`config.mk`:
```
export PLATFORM = sky130hd
export DESIGN_NAME = video_timing_gen
export DESIGN_NICKNAME = d
export VERILOG_FILES = /design/src/rtl/vtg_pkg.sv /design/src/rtl/vtg_axis.sv /design/src/rtl/video_timing_gen.sv
export SDC_FILE = /design/constraint.sdc
export NUM_CORES = 1
export LEC_CHECK = 0
export CAP_MARGIN = 20
export CELL_PAD_IN_SITES_DETAIL_PLACEMENT = 0
export CELL_PAD_IN_SITES_GLOBAL_PLACEMENT = 1
export CORE_MARGIN = 2
export CORE_UTILIZATION = 47
export CTS_CLUSTER_SIZE = 20
export DETAILED_ROUTE_END_ITERATION = 8
export PLACE_DENSITY = 0.92
export SLEW_MARGIN = 20
export SYNTH_ARGS = -nofsm -noshare
export SYNTH_HDL_FRONTEND = slang
export SYNTH_SLANG_ARGS = --single-unit
```
`constraint.sdc`:
```
create_clock -name clk -period 8.5 [get_ports clk]
set_input_delay 1.275 -clock clk [delete_from_list [all_inputs] [get_ports clk]]
set_output_delay 1.275 -clock clk [all_outputs]
set_load 0.1 [all_outputs]
```
`src/rtl/vtg_pkg.sv`:
```
// vtg_pkg: shared definitions for the video timing generator.
//   VTG_CNT_W      : width of counters, config fields and coordinates
//   CFG_* addresses: shadow-register map (H_SYNC..V_FRONT = 0..7)
//   vtg_timing_t   : per-axis timing record (sync, back, disp, front)
//   vtg_total()    : sum of the four phase lengths of one axis
package vtg_pkg;

    localparam int VTG_CNT_W = 12;

    localparam logic [2:0] CFG_H_SYNC  = 3'd0;
    localparam logic [2:0] CFG_H_BACK  = 3'd1;
    localparam logic [2:0] CFG_H_DISP  = 3'd2;
    localparam logic [2:0] CFG_H_FRONT = 3'd3;
    localparam logic [2:0] CFG_V_SYNC  = 3'd4;
    localparam logic [2:0] CFG_V_BACK  = 3'd5;
    localparam logic [2:0] CFG_V_DISP  = 3'd6;
    localparam logic [2:0] CFG_V_FRONT = 3'd7;

    typedef struct packed {
        logic [VTG_CNT_W-1:0] sync;
        logic [VTG_CNT_W-1:0] back;
        logic [VTG_CNT_W-1:0] disp;
        logic [VTG_CNT_W-1:0] front;
    } vtg_timing_t;

    function automatic logic [VTG_CNT_W-1:0] vtg_total(input vtg_timing_t t);
        return t.sync + t.back + t.disp + t.front;
    endfunction

endpackage

```
`src/rtl/vtg_axis.sv`:
```
// vtg_axis: one raster axis. Wrapping position counter plus combinational
// phase decode of the current position.
//   clk, rst : pixel clock, synchronous active-high reset
//   adv      : advance the counter this cycle
//   tim      : live timing for this axis
//   cnt      : current position, 0..total-1
//   is_sync  : position lies in the sync phase
//   is_disp  : position lies in the display phase
//   is_last  : position is the final one of the axis (wrap point)
//   rel      : position relative to display start, 0 outside display
module vtg_axis
    import vtg_pkg::*;
(
    input  logic                 clk,
    input  logic                 rst,
    input  logic                 adv,
    input  vtg_timing_t          tim,
    output logic [VTG_CNT_W-1:0] cnt,
    output logic                 is_sync,
    output logic                 is_disp,
    output logic                 is_last,
    output logic [VTG_CNT_W-1:0] rel
);

    logic [VTG_CNT_W-1:0] disp_start;
    logic [VTG_CNT_W-1:0] disp_end;
    logic [VTG_CNT_W-1:0] last_pos;

    assign disp_start = tim.sync + tim.back;
    assign disp_end   = disp_start + tim.disp;
    assign last_pos   = vtg_total(tim) - VTG_CNT_W'(1);

    assign is_sync = (cnt < tim.sync);
    assign is_disp = (cnt >= disp_start) && (cnt < disp_end);
    assign is_last = (cnt == last_pos);
    assign rel     = is_disp ? (cnt - disp_start) : '0;

    // Live timing only changes on the frame wrap, when both axes are at
    // their last position, so the counter never sits beyond last_pos.
    always_ff @(posedge clk) begin
        if (rst) begin
            cnt <= '0;
        end else if (adv) begin
            cnt <= is_last ? '0 : cnt + VTG_CNT_W'(1);
        end
    end

endmodule

```
`src/rtl/video_timing_gen.sv`:
```
// video_timing_gen: 2-D raster timing generator with frame-synchronous
// reprogrammable timing.
//   clk, rst           : pixel clock, synchronous active-high reset
//   en                 : pixel advance enable
//   cfg_we/addr/data   : shadow-register write (zero data is ignored)
//   cfg_pending        : shadow differs from live config, awaiting commit
//   line_cmp, line_irq : line compare and its pulse (VTG_LINE_IRQ_EN only)
//   h_sync, v_sync     : sync outputs, polarity from H_POL / V_POL
//   de, x, y           : display enable and active-area coordinates
//   eol, eof           : last pixel of line / frame strobes
// All outputs are registered one clock after the position they describe.
// Build option: define VTG_LINE_IRQ_EN to build the line compare logic;
// otherwise line_irq is tied low and line_cmp is ignored.
module video_timing_gen
    import vtg_pkg::*;
#(
    parameter int   CNT_W   = VTG_CNT_W,
    parameter int   H_SYNC  = 192,
    parameter int   H_BACK  = 96,
    parameter int   H_DISP  = 1280,
    parameter int   H_FRONT = 32,
    parameter int   V_SYNC  = 3,
    parameter int   V_BACK  = 38,
    parameter int   V_DISP  = 1024,
    parameter int   V_FRONT = 1,
    parameter logic H_POL   = 1'b0,
    parameter logic V_POL   = 1'b0
) (
    input  logic             clk,
    input  logic             rst,
    input  logic             en,
    input  logic             cfg_we,
    input  logic [2:0]       cfg_addr,
    input  logic [CNT_W-1:0] cfg_data,
    output logic             cfg_pending,
    input  logic [CNT_W-1:0] line_cmp,
    output logic             line_irq,
    output logic             h_sync,
    output logic             v_sync,
    output logic             de,
    output logic [CNT_W-1:0] x,
    output logic [CNT_W-1:0] y,
    output logic             eol,
    output logic             eof
);

    // The timing record is sized by the package, so the counter width is
    // tied to it.
    if (CNT_W != VTG_CNT_W) begin : g_bad_cnt_w
        $error("video_timing_gen: CNT_W must equal vtg_pkg::VTG_CNT_W");
    end
    if (H_SYNC + H_BACK + H_DISP + H_FRONT >= (1 << CNT_W)) begin : g_bad_h_tot
        $error("video_timing_gen: default horizontal total does not fit CNT_W");
    end
    if (V_SYNC + V_BACK + V_DISP + V_FRONT >= (1 << CNT_W)) begin : g_bad_v_tot
        $error("video_timing_gen: default vertical total does not fit CNT_W");
    end

    localparam vtg_timing_t DEF_H = '{
        sync:  VTG_CNT_W'(H_SYNC),
        back:  VTG_CNT_W'(H_BACK),
        disp:  VTG_CNT_W'(H_DISP),
        front: VTG_CNT_W'(H_FRONT)
    };
    localparam vtg_timing_t DEF_V = '{
        sync:  VTG_CNT_W'(V_SYNC),
        back:  VTG_CNT_W'(V_BACK),
        disp:  VTG_CNT_W'(V_DISP),
        front: VTG_CNT_W'(V_FRONT)
    };

    vtg_timing_t live_h, live_v, shad_h, shad_v;
    vtg_timing_t live_h_n, live_v_n, shad_h_n, shad_v_n;

    logic [CNT_W-1:0] h_cnt, v_cnt, h_rel, v_rel;
    logic             h_is_sync, h_is_disp, h_last;
    logic             v_is_sync, v_is_disp, v_last;
    logic             commit;

    vtg_axis u_h_axis (
        .clk     (clk),
        .rst     (rst),
        .adv     (en),
        .tim     (live_h),
        .cnt     (h_cnt),
        .is_sync (h_is_sync),
        .is_disp (h_is_disp),
        .is_last (h_last),
        .rel     (h_rel)
    );

    vtg_axis u_v_axis (
        .clk     (clk),
        .rst     (rst),
        .adv     (en & h_last),
        .tim     (live_v),
        .cnt     (v_cnt),
        .is_sync (v_is_sync),
        .is_disp (v_is_disp),
        .is_last (v_last),
        .rel     (v_rel)
    );

    assign commit = en & h_last & v_last;

    // Commit copies the current (pre-write) shadow, so a write landing on
    // the commit cycle stays pending for one more frame.
    always_comb begin
        shad_h_n = shad_h;
        shad_v_n = shad_v;
        if (cfg_we && (cfg_data != '0)) begin
            case (cfg_addr)
                CFG_H_SYNC:  shad_h_n.sync  = cfg_data;
                CFG_H_BACK:  shad_h_n.back  = cfg_data;
                CFG_H_DISP:  shad_h_n.disp  = cfg_data;
                CFG_H_FRONT: shad_h_n.front = cfg_data;
                CFG_V_SYNC:  shad_v_n.sync  = cfg_data;
                CFG_V_BACK:  shad_v_n.back  = cfg_data;
                CFG_V_DISP:  shad_v_n.disp  = cfg_data;
                CFG_V_FRONT: shad_v_n.front = cfg_data;
                default:     shad_h_n       = shad_h;
            endcase
        end
        live_h_n = commit ? shad_h : live_h;
        live_v_n = commit ? shad_v : live_v;
    end

    always_ff @(posedge clk) begin
        if (rst) begin
            live_h      <= DEF_H;
            live_v      <= DEF_V;
            shad_h      <= DEF_H;
            shad_v      <= DEF_V;
            cfg_pending <= 1'b0;
            h_sync      <= ~H_POL;
            v_sync      <= ~V_POL;
            de          <= 1'b0;
            x           <= '0;
            y           <= '0;
            eol         <= 1'b0;
            eof         <= 1'b0;
        end else begin
            live_h      <= live_h_n;
            live_v      <= live_v_n;
            shad_h      <= shad_h_n;
            shad_v      <= shad_v_n;
            cfg_pending <= (shad_h_n != live_h_n) || (shad_v_n != live_v_n);
            if (en) begin
                h_sync <= h_is_sync ? H_POL : ~H_POL;
                v_sync <= v_is_sync ? V_POL : ~V_POL;
                de     <= h_is_disp & v_is_disp;
                x      <= (h_is_disp & v_is_disp) ? h_rel : '0;
                y      <= (h_is_disp & v_is_disp) ? v_rel : '0;
                eol    <= h_last;
                eof    <= h_last & v_last;
            end else begin
                eol    <= 1'b0;
                eof    <= 1'b0;
            end
        end
    end

`ifdef VTG_LINE_IRQ_EN
    always_ff @(posedge clk) begin
        if (rst) begin
            line_irq <= 1'b0;
        end else begin
            line_irq <= en && (h_cnt == '0) && (v_cnt == line_cmp);
        end
    end
`else
    logic unused_line_cmp;
    assign unused_line_cmp = ^line_cmp;
    assign line_irq        = 1'b0;
`endif

endmodule

```
==> results.yml, run 1 <==
power_and_ir_drop:
  power_density_nw_per_um2: 125.1
  finalPower_mw: 2.667
  max-vdd-ir-drop_mv: 0.1325
  leakagePower_nw: 8.604
sta:
  post-route-period-util: 0.9563
  hold_violations: 0
  relSlewSlack: 0.2831
  setup_viol_count_final: 0
  worst_slew_pin_slew_ns: 1.071
  layout_min_cycle_time_ns: 8.129
  slew_violations: 0
  clock.fmax_mhz: 123.0
  finalClockSkew_ns: 0.02596
  fin_tns_setup_ns: 0
  rsz0062_at_grt: "false"
critical_path:
  cp-start-kind: "register"
  crit_arrival_ns: 8.55
  crit_fanout: 43
  critPathTopFamily: "simple AND/OR/NAND/NOR gates"
  path_buf_inv: 4
  worstPathRequired_ns: 8.92
  cp_slowest_cell: "nor4_1"
  path_class: "register to register"
  crit_path_end_kind: "register"
  slowest_delay_ns: 0.70
routing:
  drt-pass1-iter-count: 7
  wl_per_cell_um: 21.08
  drtIter0Drc: 2242
  dr_total_vias: 19650
  antenna_left: 0
  vias_per_cell: 6.238
  drc_errors: 0
  wirelength_um: 66410
synth:
  seq_area_frac_synth: 0.2542
  async_flop_share: 0
  syn_area_per_cell_um2: 7.401
  synth_cell_types: 85
  synth_flop_cell: "dfxtp_1"
  synthCells: 2618
  synth_area_um2: 19370
  synth_top_area_cell: "dfxtp_1"
  ys_warn_count: 0
  syn_nets: 2811
  netlist_top_cells_area: "dfxtp_1 25%, ha_1 9.9%, nand2_1 8.9%"
  yosys_register_bits: 246
  synth_edf_count: 0
  synth.top_cell.area_share: 0.2542
floorplan:
  ios: 62
  row_count: 74
  dieArea_um2: 42860
  core_area_um2: 40740
  start_util: 0.4756
  die_y_um: 207.0
  die_x_um: 207.0
clocking:
  hold_buffers: 0
  numCtsBuffers: 29
  postCtsSetupBuffers: 0
  clkTransAtPathRegs_ns: 0.06
  cts_tree: "built"
  clockRootBuffer: "clkbuf_16"
  cts.repair.resized: 0
  cts_sinks: 246
  worst_skew_pair.late_latency_ns: 0.60
  clockBufferDepth: 3
  cts-htree-levels: 1
cells_and_area:
  finish.net_count: 2789
  area_growth_pct: 9.997
  drive_gt1_frac: 0.07187
  stdcell_count: 3150
  nFillCells: 3803
  final_util: 0.5231
  mostFrequentLayoutCells: "459 x nand2_1, 297 x a21oi_1, 246 x dfxtp_1"
  final_area_um2: 21310
  layout_commonest_cell: "nand2_1"
global_route:
  grt_max_degree: 100
  grt_pass1_wl_um: 102600
  antenna_found_initial: 3
  grt_overflow: 0
  grt_usage: 0.2982
  grt_pass1_vias: 18020
worst_hold_path:
  hp-class: "register to register"
job:
  maxCapViolations: 0
status:
  status: "finished, final reports clean"
placement:
  gp_congestion: 0.9372
  dp.cells: 3097
  dp_hpwl_um: 46790
  post_dp_cell_area_um2: 20360
  io_buffers: 48
==> worst register-to-register path: cells and delay by family, from the launching register on <==
family	cells	cell delay, ns
compound gates	11	1.82
xor+xnor	4	0.89
fa+ha+maj	5	1.58
buf+inv	4	0.78
flops	1	0.40
mux	1	0.22
simple gates	6	2.25
==> flip-flops by register name, indices dropped and copies added (netlist names) <==
signal,flops
shad_h,48
shad_v,48
x,12
u_v_axis.cnt,12
de,1
y,12
h_sync,1
u_h_axis.cnt,12
v_sync,1
live_h,48
live_v,48
eol,1
cfg_pending,1
eof,1
==> synth_stat cells, types with 13 or more instances <==
master and number:
buf_2 13, a31oi_1 18, nand2b_1 23, nor3_1 90, mux2_2 23, a21oi_1 297
xor2_1 109, inv_1 161, a211oi_1 32, clkbuf_1 123, dfxtp_1 246, nand2_1 460
nor2_1 94, a22o_1 28, ha_1 154, a21o_1 75, a41oi_1 14, and3_1 14
o21ai_0 128, or3_1 13, nand4_1 30, buf_1 14, o211ai_1 24, or2_2 16
nor4_1 36, nand3_1 71, xnor2_1 92
==> per-stage QoR <==
step           hold slack (ns)  worst slack [ns]
6_report                0.4672            0.3712
2_1_floorplan           0.4451             1.878
3_5_place_dp            0.4575            0.2658
5_1_grt                 0.4860           0.05604
3_3_place_gp            0.4455            0.4688
4_1_cts                 0.4696            0.2500
==> layer usage <==
layer / vias up / global-route usage / share of wire / routed length (µm)
li1: 9194 / - / - / -
met1: 9318 / 0.4064 / 0.42 / 27900
met2: 967 / 0.4663 / 0.44 / 29050
met3: 172 / 0.04836 / 0.10 / 6612
met4: 0 / 0.1273 / 0.043 / 2851
met5: - / 0 / 0 / 0
==> cell type report <==
cell class / instances / area (µm²) / area share
inverter: 163 / 611.8 / 0.02871
sequential: 246 / 4925 / 0.2311
antenna: 2 / 5.005 / 0.0002348
tap: 532 / 665.6 / 0.03123
multi-input combinational: 2043 / 13170 / 0.6178
clock buffer: 44 / 842.1 / 0.03951
clock inverter: 7 / 63.81 / 0.002994
timing repair buffer: 113 / 1032 / 0.04844
==> final timing paths <==
kind                            startpoint     endpoint  slack [ns]  cells after the start
worst min-delay path                  x[4]         x[4]        0.47                      1
worst min register to register        x[4]         x[4]        0.47                      1
worst max register to register  live_v[24]  cfg_pending        0.37                     31
worst max-delay path            live_v[24]  cfg_pending        0.37                     31
==> cells by family (layout without fill, tap and decap cells) <==
logic type,count (synthesis),after routing,share of synthesized area
adder cells (fa/ha/maj),162,162,0.1077
AND/OR/NAND/NOR,904,904,0.2141
AO/OA/AOI/OAI,737,737,0.2387
other,1,3,0.0001936
flip-flops,246,246,0.2542
XOR/XNOR,204,204,0.09403
buffers and inverters,329,327,0.07142
multiplexers,35,35,0.01957
==> report_power, final <==
part / leakage (nW) / switching, mW / internal (mW) / total [mW]
sequential: 1.99 / 0.0170 / 1.17 / 1.18
clock: 0.449 / 0.527 / 0.706 / 1.23
combinational: 6.17 / 0.169 / 0.0825 / 0.252
(Power assumes the default switching activity.)
==> run 2, diff against run 1 <==
CTS_CLUSTER_SIZE = default   (was 20)
==> results of run 2 <==
No change in the layout: final DEF, timing and power equal those of run 1.
